File: config.mk
export PLATFORM = sky130hd
export DESIGN_NAME = tap_loader
export DESIGN_NICKNAME = d
export VERILOG_FILES = /design/src/rtl/tap_pkg.sv /design/src/rtl/tap_header_parser.sv /design/src/rtl/tap_loader.sv
export SDC_FILE = /design/constraint.sdc
export NUM_CORES = 1
export LEC_CHECK = 0
export BUFFER_PORTS_ARGS = -buffer_cell sky130_fd_sc_hd__buf_2
export CAP_MARGIN = 20
export CORE_ASPECT_RATIO = 0.9
export CORE_MARGIN = 8
export CORE_UTILIZATION = 42
export DETAILED_ROUTE_END_ITERATION = 10
export GPL_TIMING_DRIVEN = 0
export HOLD_SLACK_MARGIN = 0.02
export PLACE_DENSITY_LB_ADDON = 0.15
export SLEW_MARGIN = 10
export SYNTH_ARGS = -nofsm -noshare
export SYNTH_HDL_FRONTEND = slang
export SYNTH_HIERARCHICAL = 1
export SYNTH_SLANG_ARGS = --single-unit
File: constraint.sdc
create_clock -name clk -period 6.4 [get_ports clk]
set_input_delay 0.32 -clock clk [delete_from_list [all_inputs] [get_ports clk]]
set_output_delay 0.32 -clock clk [all_outputs]
set_load 0.02 [all_outputs]
File: src/rtl/tap_pkg.sv
// tap_pkg: state encoding, framing bytes and header field offsets shared by
// the Oric TAP loader and its header parser.
package tap_pkg;

  typedef enum logic [2:0] {
    ST_IDLE,
    ST_SYNC,
    ST_HDR,
    ST_NAME,
    ST_DATA,
    ST_DONE,
    ST_ERR
  } tap_state_e;

  localparam logic [7:0]  TAP_SYNC_BYTE  = 8'h16;
  localparam logic [7:0]  TAP_START_BYTE = 8'h24;
  localparam int unsigned TAP_HDR_LEN    = 9;

  localparam logic [3:0] HDR_IDX_TYPE     = 4'd2;
  localparam logic [3:0] HDR_IDX_AUTORUN  = 4'd3;
  localparam logic [3:0] HDR_IDX_END_HI   = 4'd4;
  localparam logic [3:0] HDR_IDX_END_LO   = 4'd5;
  localparam logic [3:0] HDR_IDX_START_HI = 4'd6;
  localparam logic [3:0] HDR_IDX_START_LO = 4'd7;
  localparam logic [3:0] HDR_IDX_LAST     = 4'(TAP_HDR_LEN - 1);

endpackage

File: src/rtl/tap_header_parser.sv
// tap_header_parser: captures the fields of the 9-byte TAP header and flags
// the final header byte plus an inverted (end < start) address range.
module tap_header_parser
  import tap_pkg::*;
(
  input  logic        clk,
  input  logic        reset_n,
  input  logic        byte_valid,
  input  logic [7:0]  byte_in,
  input  logic [3:0]  byte_idx,
  output logic [7:0]  hdr_type,
  output logic        hdr_autorun,
  output logic [15:0] hdr_start,
  output logic [15:0] hdr_end,
  output logic        hdr_valid,
  output logic        hdr_bad
);

  // NOTE: sequential state uses non-blocking assignments so every register
  // samples pre-edge values regardless of statement order.
  always_ff @(posedge clk) begin
    if (!reset_n) begin
      hdr_type    <= 8'h00;
      hdr_autorun <= 1'b0;
      hdr_start   <= 16'h0000;
      hdr_end     <= 16'h0000;
    end else if (byte_valid) begin
      case (byte_idx)
        HDR_IDX_TYPE:     hdr_type          <= byte_in;
        HDR_IDX_AUTORUN:  hdr_autorun       <= (byte_in != 8'h00);
        HDR_IDX_END_HI:   hdr_end[15:8]     <= byte_in;
        HDR_IDX_END_LO:   hdr_end[7:0]      <= byte_in;
        HDR_IDX_START_HI: hdr_start[15:8]   <= byte_in;
        HDR_IDX_START_LO: hdr_start[7:0]    <= byte_in;
        default: ;
      endcase
    end
  end

  // Byte 8 carries no field, so start/end are already registered when it arrives.
  assign hdr_valid = byte_valid && (byte_idx == HDR_IDX_LAST);
  assign hdr_bad   = (hdr_end < hdr_start);

endmodule

File: src/rtl/tap_loader.sv
// tap_loader: parses Oric TAP blocks from the ioctl download stream and writes
// program data to RAM. Define TAP_MULTIBLOCK_EN to load every block in an image.
module tap_loader
  import tap_pkg::*;
#(
  parameter int unsigned ADDR_W   = 16,
  parameter int unsigned MAX_NAME = 16,
  parameter int unsigned MIN_SYNC = 3
) (
  input  logic              clk,
  input  logic              reset_n,
  input  logic              ioctl_download,
  input  logic              ioctl_wr,
  input  logic [7:0]        ioctl_dout,
  output logic              ioctl_wait,
  input  logic              mem_ready,
  output logic              tape_wr,
  output logic [ADDR_W-1:0] tape_addr,
  output logic [7:0]        tape_dout,
  output logic [15:0]       loadpoint,
  output logic [15:0]       execpoint,
  output logic              autostart,
  output logic [7:0]        block_count,
  output logic              tape_complete,
  output logic              tape_error,
  output logic              tape_autorun
);

  localparam int unsigned NAME_W = $clog2(MAX_NAME + 1);

  tap_state_e        state_q, state_d;
  logic              dl_q, end_req_q, last_pend_q, exec_set_q, arm_q;
  logic [7:0]        sync_cnt_q;
  logic [3:0]        hdr_idx_q;
  logic [NAME_W-1:0] name_cnt_q;
  logic [15:0]       data_addr_q;

  logic [7:0]  unused_hdr_type;
  logic        hdr_autorun, hdr_valid, hdr_bad;
  logic [15:0] hdr_start, hdr_end;

  logic dl_rise, dl_fall, consume, byte_take, end_go, complete_go;
  logic sync_take, hdr_take, name_take, data_take, data_last;

  assign ioctl_wait  = tape_wr & ~mem_ready;
  assign consume     = ioctl_wr & ~ioctl_wait;
  assign dl_rise     = ioctl_download & ~dl_q;
  assign dl_fall     = ~ioctl_download & dl_q;
  // The end-of-download verdict waits until the block's final write has landed.
  assign end_go      = end_req_q & ~last_pend_q & ~dl_rise;
  assign complete_go = end_go && (state_q == ST_DONE ||
                                  (state_q == ST_SYNC && block_count != 8'd0));
  assign byte_take   = consume & ~dl_rise & ~end_go;
  assign sync_take   = byte_take && (state_q == ST_SYNC);
  assign hdr_take    = byte_take && (state_q == ST_HDR);
  assign name_take   = byte_take && (state_q == ST_NAME);
  assign data_take   = byte_take && (state_q == ST_DATA);
  assign data_last   = data_take && (data_addr_q == hdr_end);

  tap_header_parser u_hdr (
    .clk         (clk),
    .reset_n     (reset_n),
    .byte_valid  (hdr_take),
    .byte_in     (ioctl_dout),
    .byte_idx    (hdr_idx_q),
    .hdr_type    (unused_hdr_type),
    .hdr_autorun (hdr_autorun),
    .hdr_start   (hdr_start),
    .hdr_end     (hdr_end),
    .hdr_valid   (hdr_valid),
    .hdr_bad     (hdr_bad)
  );

  always_ff @(posedge clk) begin
    if (!reset_n) state_q <= ST_IDLE;
    else          state_q <= state_d;
  end

  // NOTE: state_d is defaulted before any branch so no path infers a latch.
  always_comb begin
    state_d = state_q;
    if (dl_rise) begin
      state_d = ST_SYNC;
    end else if (end_go) begin
      case (state_q)
        ST_SYNC:                  state_d = (block_count != 8'd0) ? ST_DONE : ST_ERR;
        ST_HDR, ST_NAME, ST_DATA: state_d = ST_ERR;
        default: ;
      endcase
    end else if (byte_take) begin
      case (state_q)
        ST_SYNC:
          if (ioctl_dout == TAP_START_BYTE && sync_cnt_q >= 8'(MIN_SYNC)) state_d = ST_HDR;
        ST_HDR:
          if (hdr_valid) state_d = hdr_bad ? ST_ERR : ST_NAME;
        ST_NAME:
          if (ioctl_dout == 8'h00)                  state_d = ST_DATA;
          else if (name_cnt_q == NAME_W'(MAX_NAME)) state_d = ST_ERR;
        ST_DATA:
          if (data_last) begin
`ifdef TAP_MULTIBLOCK_EN
            state_d = ST_SYNC;
`else
            state_d = ST_DONE;
`endif
          end
        default: ;
      endcase
    end
  end

  always_ff @(posedge clk) begin
    if (!reset_n) begin
      dl_q          <= 1'b0;
      end_req_q     <= 1'b0;
      last_pend_q   <= 1'b0;
      exec_set_q    <= 1'b0;
      arm_q         <= 1'b0;
      sync_cnt_q    <= 8'd0;
      hdr_idx_q     <= 4'd0;
      name_cnt_q    <= '0;
      data_addr_q   <= 16'h0000;
      tape_wr       <= 1'b0;
      tape_addr     <= '0;
      tape_dout     <= 8'h00;
      loadpoint     <= 16'h0000;
      execpoint     <= 16'h0000;
      autostart     <= 1'b0;
      block_count   <= 8'd0;
      tape_complete <= 1'b0;
      tape_error    <= 1'b0;
      tape_autorun  <= 1'b0;
    end else begin
      dl_q         <= ioctl_download;
      arm_q        <= 1'b0;
      tape_autorun <= arm_q;

      if (sync_take) begin
        if (ioctl_dout == TAP_SYNC_BYTE) begin
          if (sync_cnt_q != 8'hFF) sync_cnt_q <= sync_cnt_q + 8'd1;
        end else begin
          sync_cnt_q <= 8'd0;
        end
      end

      if (state_q != ST_HDR) hdr_idx_q <= 4'd0;
      else if (hdr_take)     hdr_idx_q <= hdr_idx_q + 4'd1;

      if (state_q != ST_NAME) name_cnt_q <= '0;
      else if (name_take && ioctl_dout != 8'h00 && name_cnt_q != NAME_W'(MAX_NAME))
        name_cnt_q <= name_cnt_q + NAME_W'(1);

      if (hdr_valid && hdr_take) data_addr_q <= hdr_start;

      if (tape_wr && mem_ready) begin
        tape_wr <= 1'b0;
        if (last_pend_q) begin
          last_pend_q <= 1'b0;
          loadpoint   <= hdr_start;
          if (block_count != 8'hFF) block_count <= block_count + 8'd1;
          if (hdr_autorun) begin
            autostart  <= 1'b1;
            exec_set_q <= 1'b1;
          end
          if (!exec_set_q && (hdr_autorun || block_count == 8'd0)) execpoint <= hdr_start;
        end
      end

      // A new byte may be accepted on the same edge the previous write retires.
      if (data_take) begin
        tape_wr     <= 1'b1;
        tape_addr   <= ADDR_W'(data_addr_q);
        tape_dout   <= ioctl_dout;
        data_addr_q <= data_addr_q + 16'd1;
        if (data_last) last_pend_q <= 1'b1;
      end

      if (end_go) begin
        end_req_q <= 1'b0;
        if (complete_go) begin
          tape_complete <= 1'b1;
          arm_q         <= autostart;
        end
      end
      if (dl_fall) end_req_q <= 1'b1;

      if (state_d == ST_ERR && state_q != ST_ERR) tape_error <= 1'b1;

      if (dl_rise) begin
        end_req_q     <= 1'b0;
        last_pend_q   <= 1'b0;
        exec_set_q    <= 1'b0;
        arm_q         <= 1'b0;
        sync_cnt_q    <= 8'd0;
        tape_wr       <= 1'b0;
        tape_addr     <= '0;
        tape_dout     <= 8'h00;
        autostart     <= 1'b0;
        block_count   <= 8'd0;
        tape_complete <= 1'b0;
        tape_error    <= 1'b0;
        tape_autorun  <= 1'b0;
      end
    end
  end

endmodule
==> results_dict.tcl <==
set metrics [dict create \
    gr-usage-met1_pct 23.6 \
    synth_area_um2 6690 \
    cap_viol_max_count 0 \
    hold_path_class "primary input to flip-flop" \
    hold_buffers 0 \
    crit_buf_inv 2 \
    first_iter_violations 389 \
    tightest_slew_ns 0.699 \
    vias 5954 \
    rsz0062_at_grt "no" \
    ant_nets 0 \
    p_leak_nw 3.01 \
    setup_viol 0 \
    dr.pass1.iters 5 \
    synth_fp_nets 810 \
    cts-resized-gates 0 \
    outcome "finished clean" \
    period_needed_ns 2.96 \
    crit_chain "nand2b_1, buf_4, nand4_4, clkbuf_1, nor3_1, and4b_1, and2_1, o21ai_1, o21ai_0, a21oi_1" \
    post-dp-hpwl_um 14400 \
    critPathRequiredTime_ns 6.75 \
    fp.dieH_um 136 \
    wl_um 19300 \
    htreeDepth 4 \
    netlist_instances 775 \
    pre_cts_ws_ns 3.43 \
    crit_path_top_delay_cell "o21ai_1" \
    layout-drive-gt1-share_pct 16.1 \
    clk-insertion-delay-late_ns 0.42 \
    io_pins 83 \
    wire_per_inst_um 17.7 \
    grt_max_degree 17 \
    critical_path_peak_fanout 10 \
    hold_viol_final 0 \
    grt_overflow_total 0 \
    startpoint_type "flip-flop" \
    ys_warn_count 6 \
    grt_use_total_pct 19.1 \
    post-cts-setup-buffers 0 \
    maxSlewViolCount 0 \
    syn_to_final_growth_pct 18.5 \
    fp-row-count 43 \
    met2_usage_pct 31.4 \
    die_w_um 149 \
    io_buffers 82 \
    worstSetupPathType "flip-flop to flip-flop" \
    finalNetCount 911 \
    num_antenna_cells 0 \
    fin_crit_sh_pct 46.3 \
    critical_path.max_stage_delay_ns 0.57 \
    cts-root-buf "clkbuf_16" \
    drc 0 \
    cts.sinks 142 \
    skew_ns 0.0124 \
    grt_pass1_wl_um 30300 \
    worst_slack_ns 3.44 \
    initial_core_util_pct 43.1 \
    core_um2 15500 \
    fillerInstances 1515 \
    max-slew-margin-rel_pct 53.1 \
    crit_family "compound AO/OA/AOI/OAI gates" \
    synth_area_per_cell_um2 8.63 \
    globalRouteMet3Util_pct 5.04 \
    clock_path_buffers 2 \
    vdd_ir_drop_max_mv 0.238 \
    top_usage_layer "met2" \
    first_global_vias 5741 \
    gp_congestion 0.895 \
    cts_tree "built" \
    dieArea_um2 20200 \
    via_per_inst 5.46 \
    path_clk_slew_ns 0.07 \
    fin_setup_tns_ns 0 \
    power_density_nw_per_um2 242 \
    fmax_mhz 338 \
    worstPathArrival_ns 3.31 \
    end_kind "flip-flop" \
    cts_made_buffers 17 \
    antenna_found_initial 0 \
]
layout make-up:
| class | instances | area (µm²) | share of cell area (%) |
|---|---|---|---|
| multi-input combinational | 562 | 3550 | 44.7 |
| sequential | 142 | 2840 | 35.9 |
| clock buffer | 19 | 453 | 5.72 |
| timing repair buffer | 82 | 410 | 5.18 |
| tap | 202 | 253 | 3.19 |
| buffer | 37 | 169 | 2.13 |
| inverter | 34 | 128 | 1.61 |
| clock inverter | 13 | 123 | 1.55 |
per-stage QoR:
stage / hold slack [ns] / cells / cell area, µm² / utilization, % / power, mW
after floorplan: 0.437 / 775 / 6690 / - / 0.944
after global placement: 0.442 / 1059 / 7350 / 47.4 / 0.974
after detailed placement: 0.445 / 1059 / 7350 / 47.4 / 0.975
after CTS: 0.127 / 1091 / 7920 / 51.1 / 1.93
after global routing: 0.131 / 1091 / 7920 / 51.1 / 1.98
final: 0.140 / 1091 / 7920 / 51.1 / 1.92
final timing paths:
path                   from              to  slack [ns]  depth (start not counted)
min          ioctl_download            dl_q        0.14                          2
max                    dl_q  data_addr_q[4]        3.44                         10
min reg2reg    tape_dout[6]    tape_dout[6]        0.45                          2
max reg2reg            dl_q  data_addr_q[4]        3.44                         10
registers in the layout (all words and copies together), names as in the netlist, 3 cells and up:
register / flops
name_cnt_q: 5
execpoint: 16
state_q: 3
hdr_idx_q: 4
data_addr_q: 16
tape_dout: 8
loadpoint: 16
tape_addr: 16
sync_cnt_q: 8
u_hdr/hdr_start: 16
block_count: 8
u_hdr/hdr_end: 16
cells in the final DEF (no fill, tap or decap), drive strengths merged, types with 5 or more instances in the layout:
master / instances
ha: 22
a31oi: 6
nor3: 14
or3: 7
nand2b: 9
buf: 97
mux2i: 42
clkinv: 5
inv: 42
nand2: 118
nand3: 32
nor4: 10
nor2b: 26
a21boi: 8
clkbuf: 41
nand4: 10
a21oi: 66
o21ai: 16
nor2: 58
xnor2: 28
and3: 17
dfxtp: 142
worst reg2reg max path: cells and delay by family (launching register included):
kind	cells	cell delay, ns
buf+inv	2	0.68
compound gates	3	0.99
flops	1	0.32
simple gates	5	0.92
where the power goes:
part           internal [mW]  switching [mW]
Sequential             0.885         0.00121
Clock                  0.535           0.424
Combinational         0.0186          0.0516
Total                   1.44           0.477
routing by layer:
layer	part of all wire [%]	up-vias
li1	-	2911
met1	44	2840
met2	49	177
met3	5.5	26
met4	2.2	0
met5	0	-
(Power assumes the default switching activity.)
